[config.mk]
export PLATFORM = sky130hd
export DESIGN_NAME = rv_ifu
export DESIGN_NICKNAME = d
export VERILOG_FILES = /design/src/rtl/rv_ifu_pkg.sv /design/src/rtl/rv_ifu_pc_reg.sv /design/src/rtl/rv_ifu.sv
export SDC_FILE = /design/constraint.sdc
export NUM_CORES = 1
export LEC_CHECK = 0
export BUFFER_PORTS_ARGS = -buffer_cell sky130_fd_sc_hd__buf_2
export CAP_MARGIN = 40
export CORE_ASPECT_RATIO = 1.1
export CORE_MARGIN = 2
export CORE_UTILIZATION = 47
export CTS_BUF_LIST = sky130_fd_sc_hd__clkbuf_8 sky130_fd_sc_hd__clkbuf_16
export CTS_CLUSTER_SIZE = 25
export DETAILED_ROUTE_END_ITERATION = 12
export HOLD_SLACK_MARGIN = 0.1
export MAX_ROUTING_LAYER = met4
export PLACE_DENSITY = 0.82
export SETUP_SLACK_MARGIN = 0.15
export SYNTH_ARGS = -nofsm -noshare
export SYNTH_HDL_FRONTEND = slang
export SYNTH_SLANG_ARGS = --single-unit
export TNS_END_PERCENT = 30
[constraint.sdc]
create_clock -name clk -period 2.7 [get_ports clk]
set_clock_uncertainty 0.15 [all_clocks]
set_input_delay 0.27 -clock clk [delete_from_list [all_inputs] [get_ports clk]]
set_output_delay 0.27 -clock clk [all_outputs]
set_load 0.05 [all_outputs]
[src/rtl/rv_ifu_pkg.sv]
// Shared definitions for the instruction-fetch unit: message width, reset PC
// and the fetch FSM state encoding.
package rv_ifu_pkg;

  localparam int          IF_ID_WIDTH      = 64;
  localparam logic [31:0] RESET_PC_DEFAULT = 32'h8000_0000;

  localparam logic [1:0] S_IDLE_ENC = 2'd0;
  localparam logic [1:0] S_REQ_ENC  = 2'd1;
  localparam logic [1:0] S_WAIT_ENC = 2'd2;
  localparam logic [1:0] S_HOLD_ENC = 2'd3;

  typedef enum logic [1:0] {
    S_IDLE = S_IDLE_ENC,
    S_REQ  = S_REQ_ENC,
    S_WAIT = S_WAIT_ENC,
    S_HOLD = S_HOLD_ENC
  } ifu_state_e;

endpackage

[src/rtl/rv_ifu_pc_reg.sv]
// Architectural PC register: redirect target (word aligned) beats pc+4,
// otherwise the PC holds.
module ysyx22041405_pc_reg #(
  parameter int               WIDTH    = 32,
  parameter logic [WIDTH-1:0] RESET_PC = 32'h8000_0000
) (
  input  logic             clk_i,
  input  logic             rst_ni,
  input  logic             redirect_i,
  input  logic [WIDTH-1:0] redirect_pc_i,
  input  logic             incr_i,
  output logic [WIDTH-1:0] pc_o
);

  logic [WIDTH-1:0] pc_q;
  logic [WIDTH-1:0] pc_d;

  always_comb begin
    pc_d = pc_q;
    if (redirect_i) begin
      pc_d = {redirect_pc_i[WIDTH-1:2], 2'b00};
    end else if (incr_i) begin
      pc_d = pc_q + WIDTH'(4);
    end
  end

  always_ff @(posedge clk_i or negedge rst_ni) begin
    if (!rst_ni) begin
      pc_q <= RESET_PC;
    end else if (redirect_i || incr_i) begin
      pc_q <= pc_d;
    end
  end

  assign pc_o = pc_q;

endmodule

[src/rtl/rv_ifu.sv]
// Instruction-fetch stage: one outstanding imem read at a time, result handed
// to decode as {pc, inst}; redirects squash wrong-path work including in-flight reads.
module rv_ifu
  import rv_ifu_pkg::*;
#(
  parameter int               WIDTH    = 32,
  parameter logic [WIDTH-1:0] RESET_PC = RESET_PC_DEFAULT
) (
  input  logic                   clk,
  input  logic                   rst,
  output logic                   imem_req_valid,
  input  logic                   imem_req_ready,
  output logic [WIDTH-1:0]       imem_req_addr,
  input  logic                   imem_resp_valid,
  input  logic [WIDTH-1:0]       imem_resp_data,
  input  logic                   redirect_valid,
  input  logic [WIDTH-1:0]       redirect_pc,
  output logic                   IF_ID_valid,
  input  logic                   IF_ID_ready,
  output logic [IF_ID_WIDTH-1:0] IF_ID_message
);

  ifu_state_e       state_q, state_d;
  logic             drop_q, drop_d;
  logic [WIDTH-1:0] inst_q, inst_d;
  logic [WIDTH-1:0] pc;
  logic             pcIncr;
  logic             reqFire;
  logic             ifidFire;

  assign imem_req_valid = (state_q == S_REQ);
  assign imem_req_addr  = pc;
  assign IF_ID_valid    = (state_q == S_HOLD);
  assign IF_ID_message  = {pc, inst_q};

  assign reqFire  = imem_req_valid && imem_req_ready;
  assign ifidFire = IF_ID_valid && IF_ID_ready;

  ysyx22041405_pc_reg #(
    .WIDTH    (WIDTH),
    .RESET_PC (RESET_PC)
  ) u_pc_reg (
    .clk_i         (clk),
    .rst_ni        (rst),
    .redirect_i    (redirect_valid),
    .redirect_pc_i (redirect_pc),
    .incr_i        (pcIncr),
    .pc_o          (pc)
  );

  // A redirect while a read is outstanding cannot cancel it; drop marks the
  // next response as wrong-path so it is drained rather than forwarded.
  always_comb begin
    state_d = state_q;
    drop_d  = drop_q;
    inst_d  = inst_q;
    pcIncr  = 1'b0;
    unique case (state_q)
      S_IDLE: begin
        state_d = S_REQ;
      end
      S_REQ: begin
        if (reqFire) begin
          state_d = S_WAIT;
          drop_d  = redirect_valid;
        end
      end
      S_WAIT: begin
        if (imem_resp_valid) begin
          if (drop_q || redirect_valid) begin
            drop_d  = 1'b0;
            state_d = S_REQ;
          end else begin
            inst_d  = imem_resp_data;
            state_d = S_HOLD;
          end
        end else if (redirect_valid) begin
          drop_d = 1'b1;
        end
      end
      S_HOLD: begin
        if (redirect_valid) begin
          state_d = S_REQ;
        end else if (ifidFire) begin
          pcIncr  = 1'b1;
          state_d = S_REQ;
        end
      end
      default: begin
        state_d = S_IDLE;
      end
    endcase
  end

  always_ff @(posedge clk or negedge rst) begin
    if (!rst) begin
      state_q <= S_IDLE;
      drop_q  <= 1'b0;
      inst_q  <= '0;
    end else begin
      state_q <= state_d;
      drop_q  <= drop_d;
      inst_q  <= inst_d;
    end
  end

endmodule

==> results of run 1 <==
==> cell families after synthesis <==
logic type	synth area share
compound gates	0.09271
xor+xnor	0.03018
fa+ha+maj	0.01797
buf+inv	0.1002
flops	0.4675
mux	0.1121
other cells	0.001077
simple gates	0.1782
==> area by class of cell <==
cell class                      count  area [um2]
Timing Repair Buffer              229        1489
Clock inverter                      7       86.33
Tap cell                           85       106.4
Sequential cell                    65        1628
Fill cell                         538        2110
Inverter                            5       18.77
Clock buffer                        9       123.9
Multi-Input combinational cell    216        1525
==> Yosys cell counts (2+ instances only) <==
| cell | count | area (um2) |
|---|---|---|
| o21ai_1 | 17 | 85.08 |
| or3_1 | 4 | 25.02 |
| nor2b_1 | 3 | 18.77 |
| buf_1 | 3 | 11.26 |
| buf_6 | 3 | 33.78 |
| o21ai_0 | 3 | 15.01 |
| o31ai_1 | 8 | 60.06 |
| inv_1 | 4 | 15.01 |
| a22oi_1 | 2 | 15.01 |
| nor4_1 | 3 | 18.77 |
| mux2_1 | 32 | 360.4 |
| xor2_1 | 4 | 35.03 |
| and3_4 | 2 | 22.52 |
| ha_1 | 5 | 62.56 |
| nor2_1 | 15 | 56.30 |
| nand2_1 | 28 | 105.1 |
| nand3_1 | 13 | 65.06 |
| mux2i_1 | 3 | 30.03 |
| and4_1 | 3 | 26.28 |
| buf_4 | 34 | 255.2 |
| nand4_1 | 11 | 68.82 |
| clkbuf_1 | 4 | 15.01 |
| or4_1 | 9 | 67.56 |
| xnor2_1 | 8 | 70.07 |
| dfrtp_1 | 64 | 1602 |
| buf_2 | 3 | 15.01 |
| a31oi_1 | 13 | 81.33 |
| o32ai_1 | 2 | 17.52 |
| and3_1 | 4 | 25.02 |
| nor3_1 | 6 | 30.03 |
==> layout by cell type (no fill, tap or decap), types with 2 or more instances in the layout <==
master,instances
a22oi_1,2
a31oi_1,13
and3_1,4
and3_4,2
and4_1,3
buf_2,161
buf_4,3
bufinv_16,2
clkbuf_8,9
clkinv_2,3
conb_1,4
dfrtp_1,64
dlygate4sd3_1,64
ha_1,5
inv_1,5
mux2_1,32
mux2i_1,3
nand2_1,28
nand3_1,13
nand4_1,11
nor2_1,15
nor2b_1,3
nor3_1,6
nor4_1,3
o21ai_0,3
o21ai_1,17
o31ai_1,8
o32ai_1,2
or3_1,4
or4_1,9
xnor2_1,8
xor2_1,4
==> state kept, by name, summed over array words and instances (netlist names) <==
name and flops:
u_pc_reg.pc_o 30, drop_q 1, inst_q 32, state_q 2
==> worst paths after layout <==
| path | cells past startpoint | endpoint | slack [ps] |
|---|---|---|---|
| max | 5 | u_pc_reg.pc_o[31] | 420 |
| max in group asynchronous | 3 | u_pc_reg.pc_o[10] | 1430 |
| min in group asynchronous | 2 | inst_q[5] | 330 |
| min | 3 | state_q[1] | 160 |
| max reg2reg | 5 | u_pc_reg.pc_o[31] | 420 |
| min reg2reg | 1 | inst_q[13] | 330 |
==> critical path: stages (launching register included) <==
cell	delay [ps]
dfrtp_1	400
ha_1	300
and4_1	370
nand4_2	280
or4_1	530
a31oi_1	180
==> through the flow <==
step | std cells | power [mW] | worst slack [ps]
finish | 616 | 4.440 | 420.7
floorplan | 333 | 3.017 | 275.5
global route | 616 | 4.626 | 272.5
global placement | 536 | 3.407 | 525.3
CTS | 616 | 4.430 | 436.0
detailed placement | 536 | 3.465 | 449.8
==> layer usage <==
layer / track usage / vias to the layer above / share of wire
met4: 0.1270 / 0 / 0.032
met2: 0.4612 / 112 / 0.54
met5: - / - / 0
met3: 0.04042 / 30 / 0.041
met1: 0.2714 / 1579 / 0.38
li1: - / 1559 / -
==> report_power, final <==
part | switching (mW) | internal (mW) | leakage (nW)
clock | 0.388 | 0.512 | 0.110
combinational | 1.55 | 0.535 | 1.48
sequential | 0.202 | 1.25 | 0.793
==> impl_metrics.ini, run 1 <==
[floorplanning]
start_util = 0.4913
die_area_um2 = 8114
io_pins = 168
core-area_um2 = 7087
die_w_um = 86.07
die_h_um = 94.28
rows = 32

[finish]
nets = 601
num_antenna_cells = 0
finalCoreUtilization = 0.7023
final_area_um2 = 4977
layout-drive-gt1-share = 0.3540
synthToLayoutAreaGrowth_pct = 42.94

[sta]
relSlewSlack = 0.5024
finalHoldViolCount = 0
fmax_mhz = 438.7
rsz0062_at_grt = no
finalCriticalPeriod_ps = 2279
setup_viol = 0
min_period_over_period = 0.8442
hold_slack_ps = 155.8
worst_pin_slew_ps = 746.4
slew_viol_final = 0
fin_setup_tns_ps = 0

[synth]
netlist_instances = 330
yosys_most_used_dff = dfrtp_1
synth_area_per_cell_um2 = 10.55
ys_seq_elements = 65
synth_area_um2 = 3482
synth_edf_count = 0
ys_types = 47
synth-seq-area-share = 0.4675
synthArstFlopShare = 1.000
yosys_warnings = 0

[global_route]
grt_pass1_vias = 3213
grt_pass1_wl_um = 15500
antenna_found_initial = 0
grt_usage = 0.2564
overflow = 0
grt_max_degree = 43

[clock_network]
clk_pin_slew_ps = 70
cts_tree = built
cts_buffers = 9
cts_max_level = 3
clock-sinks = 65
root_buffer = clkbuf_8
clk_path_buf_depth = 2
clk_latency_ps = 340
cts_hold_buf = 64
cts_resized = 0
cts_setup_buffers = 0

[placed_design]
place_congestion = 0.7454
hpwl_um = 6233
io_buffers = 161
place_area_um2 = 4126

[power]
peakVddDrop_v = 0.0006174
power_density_nw_per_um2 = 892.0
power.leakage_nw = 2.379

[worst_setup_path]
startpoint_type = flop
cp-startpoint = state_q[0]
r2r-start = state_q[0]
critical_path_class = flop to flop
crit_path_end_kind = flop
worstPathMaxFanout = 10
cp.required_ps = 2810
cp.arrival_ps = 2390

[hold_path]
hold_start = imem_req_ready
hold_path.class = input port to flop

[outcome]
status = finished clean

[flow_run]
max_cap_viol_count = 0

[route]
wl_per_cell_um = 16.08
drc = 0
vias = 3280
wl_um = 9906
drt-vias-per-instance = 5.325
dr.pass1.iters = 4
drt.antenna.violating_nets = 0
drtIter0Drc = 123
Power figures use the tool's default switching activity.
==> run 2, diff against run 1 <==
Settings changed: CORE_UTILIZATION 47 to 42, PLACE_DENSITY 0.82 to 0.78.
Clock period 2.7 ns to 1.99 ns, I/O delays scaled along.
==> impl_metrics.ini, run 2 (same netlist as run 1, synthesis figures left out) <==
[outcome]
status = finished clean

[worst_setup_path]
cp.required_ps = 2090
startpoint_type = flop
r2r_cells = 4
cp-startpoint = u_pc_reg.pc_o[15]
crit_path_end_kind = flop
critical_path_class = flop to flop
crit_chain = and4_1 -> nand4_4 -> or4_1 -> a31oi_1
r2r_end = u_pc_reg.pc_o[26]
slowest_delay_ps = 540
cp.arrival_ps = 2090
slowest_stage = or4_1
worstPathMaxFanout = 8
r2r-start = u_pc_reg.pc_o[15]
ff2ff_setup_slack_ps = 0.6
critPathCapture = u_pc_reg.pc_o[26]

[clock_network]
cts_tree = built
cts_max_level = 3
cts_buffers = 9
clk_pin_slew_ps = 70
clock-sinks = 65
clk_path_buf_depth = 2
root_buffer = clkbuf_8
clk_latency_ps = 350

[finish]
mostFrequentLayoutCell = buf_2
largest_reg_flops = 32
layout-drive-gt1-share = 0.5229
final_cell_mix = buf_2 (160), dlygate4sd3_1 (65), dfrtp_1 (40)
final_area_um2 = 5639
fin_cells = 676
nets = 638
num_antenna_cells = 0
largest-register = inst_q
synthToLayoutAreaGrowth_pct = 61.95

[placed_design]
place_congestion = 0.8282
hpwl_um = 6628
pre_cts_ws_ps = -26.56
place_area_um2 = 4349
dp_cells = 573
io_buffers = 161

[route]
dr.pass1.iters = 4
drc = 0
wl_per_cell_um = 17.09
vias = 3566
drt.antenna.violating_nets = 0
drt-vias-per-instance = 5.275
wl_um = 11560
drtIter0Drc = 126

[power]
p_seq_frac = 0.309
swShare = 0.4758
power_density_nw_per_um2 = 1157
pwr-share-comb = 0.511
power.leakage_nw = 2.612
peakVddDrop_v = 0.0008179
power_frac_clock = 0.180
p_int_mw = 3.420
power.switching_mw = 3.103

[hold_path]
hold_path.class = input port to flop

[sta]
fmax_mhz = 502.7
setup_viol = 0
fin_setup_tns_ps = 0
min_period_over_period = 0.9997
slew_viol_final = 0
worst_slack_ps = 0.5986
finalHoldViolCount = 0
finalCriticalPeriod_ps = 1989
rsz0062_at_grt = yes

[global_route]
overflow = 0
grt_usage = 0.2623
antenna_found_initial = 0
grt_pass1_wl_um = 18150
grt_max_degree = 66
grt_pass1_vias = 3567

[floorplanning]
die_h_um = 99.50
die_w_um = 90.82
io_pins = 168
rows = 34
start_util = 0.4354
die_area_um2 = 9036
core-area_um2 = 7998

[flow_run]
max_cap_viol_count = 0
-- run 2: worst min path at each step --
stage	from	to	slack, ps	depth (start not counted)
final	IF_ID_ready	u_pc_reg.pc_o[2]	200	4
after detailed placement	rst	inst_q[1]	100	2
after floorplan	rst	drop_q	-250	0
after global routing	IF_ID_ready	u_pc_reg.pc_o[3]	240	4
after CTS	IF_ID_ready	u_pc_reg.pc_o[2]	180	4
after global placement	rst	inst_q[1]	90	2
-- run 2: repair_timing --
item,in CTS,in global routing
endpoints found under the setup margin,45,55
endpoints found under the hold margin,129,0
cloned,3,1
pin swaps,8,19
resized for setup,41,12
buffers inserted,13,5
hold buffers,65,0
-- run 2: power by group through the flow --
stage	Combinational (mW)	Sequential [mW]	Clock (mW)
floorplan	0.902	3.23	0
global placement	2.74	1.95	0
detailed placement	2.79	1.99	0
CTS	3.24	1.97	1.18
global route	3.48	2.06	1.25
finish	3.33	2.02	1.17
-- run 2: worst max-delay path: cells and delay by family (launching register included) --
family,cells,cell delay (ps)
AND/OR/NAND/NOR,3,1140
flip-flops,1,360
AO/OA/AOI/OAI,1,240
-- run 2: layer usage --
layer | vias up | track usage | part of all wire
met5 | - | - | 0
met4 | 0 | 0.09207 | 0.017
met3 | 15 | 0.05076 | 0.055
met2 | 156 | 0.4610 | 0.54
met1 | 1747 | 0.3011 | 0.39
li1 | 1648 | - | -
-- run 2: per-stage QoR --
stage               utilization  hold WS (ps)  power, mW
floorplan                     -        -246.6      4.128
global placement         0.5438         89.90      4.695
global route             0.7051         241.3      6.789
finish                   0.7051         202.2      6.523
CTS                      0.6918         181.1      6.397
detailed placement       0.5438         99.83      4.784
-- run 2: cell type report --
type	instances	area [um2]
clock buffers	10	137.6
clock inverters	6	67.56
fillers	592	2359
inverters	5	18.77
multi-input cells	217	1758
flip-flops and latches	65	1658
well taps	108	135.1
repair buffers	265	1864
==> run 3, diff against run 2 <==
Settings changed: PLACE_DENSITY 0.78 to 0.77.
==> impl_metrics.ini, run 3 (same netlist as run 1, synthesis figures left out) <==
[worst_setup_path]
cp.arrival_ps = 2060
critPathCapture = u_pc_reg.pc_o[27]
worstPathMaxFanout = 10
critical_path_class = flop to flop
r2r_cells = 6
cp_num_cells = 6
ff2ff_setup_slack_ps = 50
crit_buf_inv = 1
cp-startpoint = state_q[0]
r2r-start = state_q[0]
cp_top_family = simple AND/OR/NAND/NOR gates
slowest_stage = or4_1
startpoint_type = flop
cp.required_ps = 2100
crit_chain = buf_6 -> ha_4 -> and4_4 -> nand4_4 -> or4_1 -> a31oi_1
slowest_delay_ps = 440
r2r_end = u_pc_reg.pc_o[27]
crit_path_end_kind = flop

[floorplanning]
rows = 34
die_w_um = 90.82
start_util = 0.4354
die_h_um = 99.50
io_pins = 168
core-area_um2 = 7998
die_area_um2 = 9036

[route]
wl_per_cell_um = 17.11
drtIter0Drc = 163
drt-vias-per-instance = 5.093
vias = 3433
drc = 0
dr.pass1.iters = 4
wl_um = 11530
drt.antenna.violating_nets = 0

[sta]
slew_viol_final = 0
finalCriticalPeriod_ps = 1942
fmax_mhz = 515.0
setup_viol = 0
finalHoldViolCount = 0
rsz0062_at_grt = yes
min_period_over_period = 0.9757
worst_slack_ps = 48.43

[finish]
multi_input_comb_area_um2 = 1735
layout-drive-gt1-share = 0.5133
seq_area_um2 = 1660
largest-register = inst_q
fillers = 632
mostFrequentLayoutCell = buf_2
final_cell_mix = buf_2 (161), dlygate4sd3_1 (65), dfrtp_1 (38)
finalCoreUtilization = 0.6996
nets = 635
largest_reg_flops = 32
synthToLayoutAreaGrowth_pct = 60.69

[clock_network]
clock-sinks = 65
clk_pin_slew_ps = 80
clk_path_buf_depth = 2
root_buffer = clkbuf_8
cts_max_level = 3
cts_buffers = 9
clk_latency_ps = 350
cts_tree = built

[outcome]
status = finished clean

[global_route]
grt_max_degree = 66
antenna_found_initial = 1
grt_pass1_vias = 3490
grt_pass1_wl_um = 17270
overflow = 0
grt_usage = 0.2485

[hold_path]
hold_path.class = input port to flop

[placed_design]
place_congestion = 0.8079
hpwl_um = 6641
pre_cts_ws_ps = -13.92
io_buffers = 161

[power]
peakVddDrop_v = 0.0006130
power_density_nw_per_um2 = 1171
power.leakage_nw = 2.598

[flow_run]
max_cap_viol_count = 0
==> run 3: cell type report <==
cell class,count,share of cell area
sequential,65,0.2967
antenna,1,0.0004472
clock inverter,7,0.01588
timing repair buffer,263,0.3267
tap,108,0.02415
inverter,5,0.003801
clock buffer,9,0.02214
multi-input combinational,216,0.3102
==> run 3: routing by layer <==
| metal | vias up | global-route usage | part of all wire |
|---|---|---|---|
| met2 | 133 | 0.4420 | 0.52 |
| met3 | 26 | 0.04394 | 0.050 |
| met5 | - | - | 0 |
| met1 | 1646 | 0.2814 | 0.41 |
| met4 | 0 | 0.09207 | 0.027 |
| li1 | 1628 | - | - |
==> run 3: worst register-to-register path: stages, from the launching register on <==
cell,delay [ps]
dfrtp_2,390
buf_6,110
ha_4,140
and4_4,260
nand4_4,170
or4_1,450
a31oi_1,190
==> run 3: worst min path at each step <==
stage / startpoint / depth (start not counted) / to
6_report: IF_ID_ready / 4 / u_pc_reg.pc_o[2]
3_3_place_gp: rst / 2 / inst_q[0]
4_1_cts: IF_ID_ready / 4 / u_pc_reg.pc_o[2]
5_1_grt: redirect_valid / 4 / u_pc_reg.pc_o[13]
2_1_floorplan: rst / 0 / drop_q
3_5_place_dp: rst / 2 / inst_q[0]
==> run 3: stage by stage <==
stage,instance area [um2],power [mW],setup TNS [ps],std cells,hold slack [ps]
finish,5595,6.551,0,674,202.5
global route,5595,6.804,-369.3,674,207.5
CTS,5393,6.252,0,666,165.8
global placement,4357,4.692,0,574,89.18
floorplan,3571,4.128,-11.20,333,-246.6
detailed placement,4357,4.775,-25.66,574,99.64
==> run 3: power by group <==
| part | leakage (nW) | switching [mW] | internal [mW] |
|---|---|---|---|
| registers | 0.766 | 0.319 | 1.71 |
| logic | 1.72 | 2.21 | 1.07 |
| clock network | 0.112 | 0.543 | 0.697 |
| total | 2.60 | 3.07 | 3.48 |
==> run 3: timing repair <==
item,in CTS,in global routing
resized for setup,19,31
setup endpoints to repair,44,54
endpoints found under the hold margin,129,0
hold buffers,65,0
setup buffers,9,6
pin swaps,5,11
gates cloned,2,1
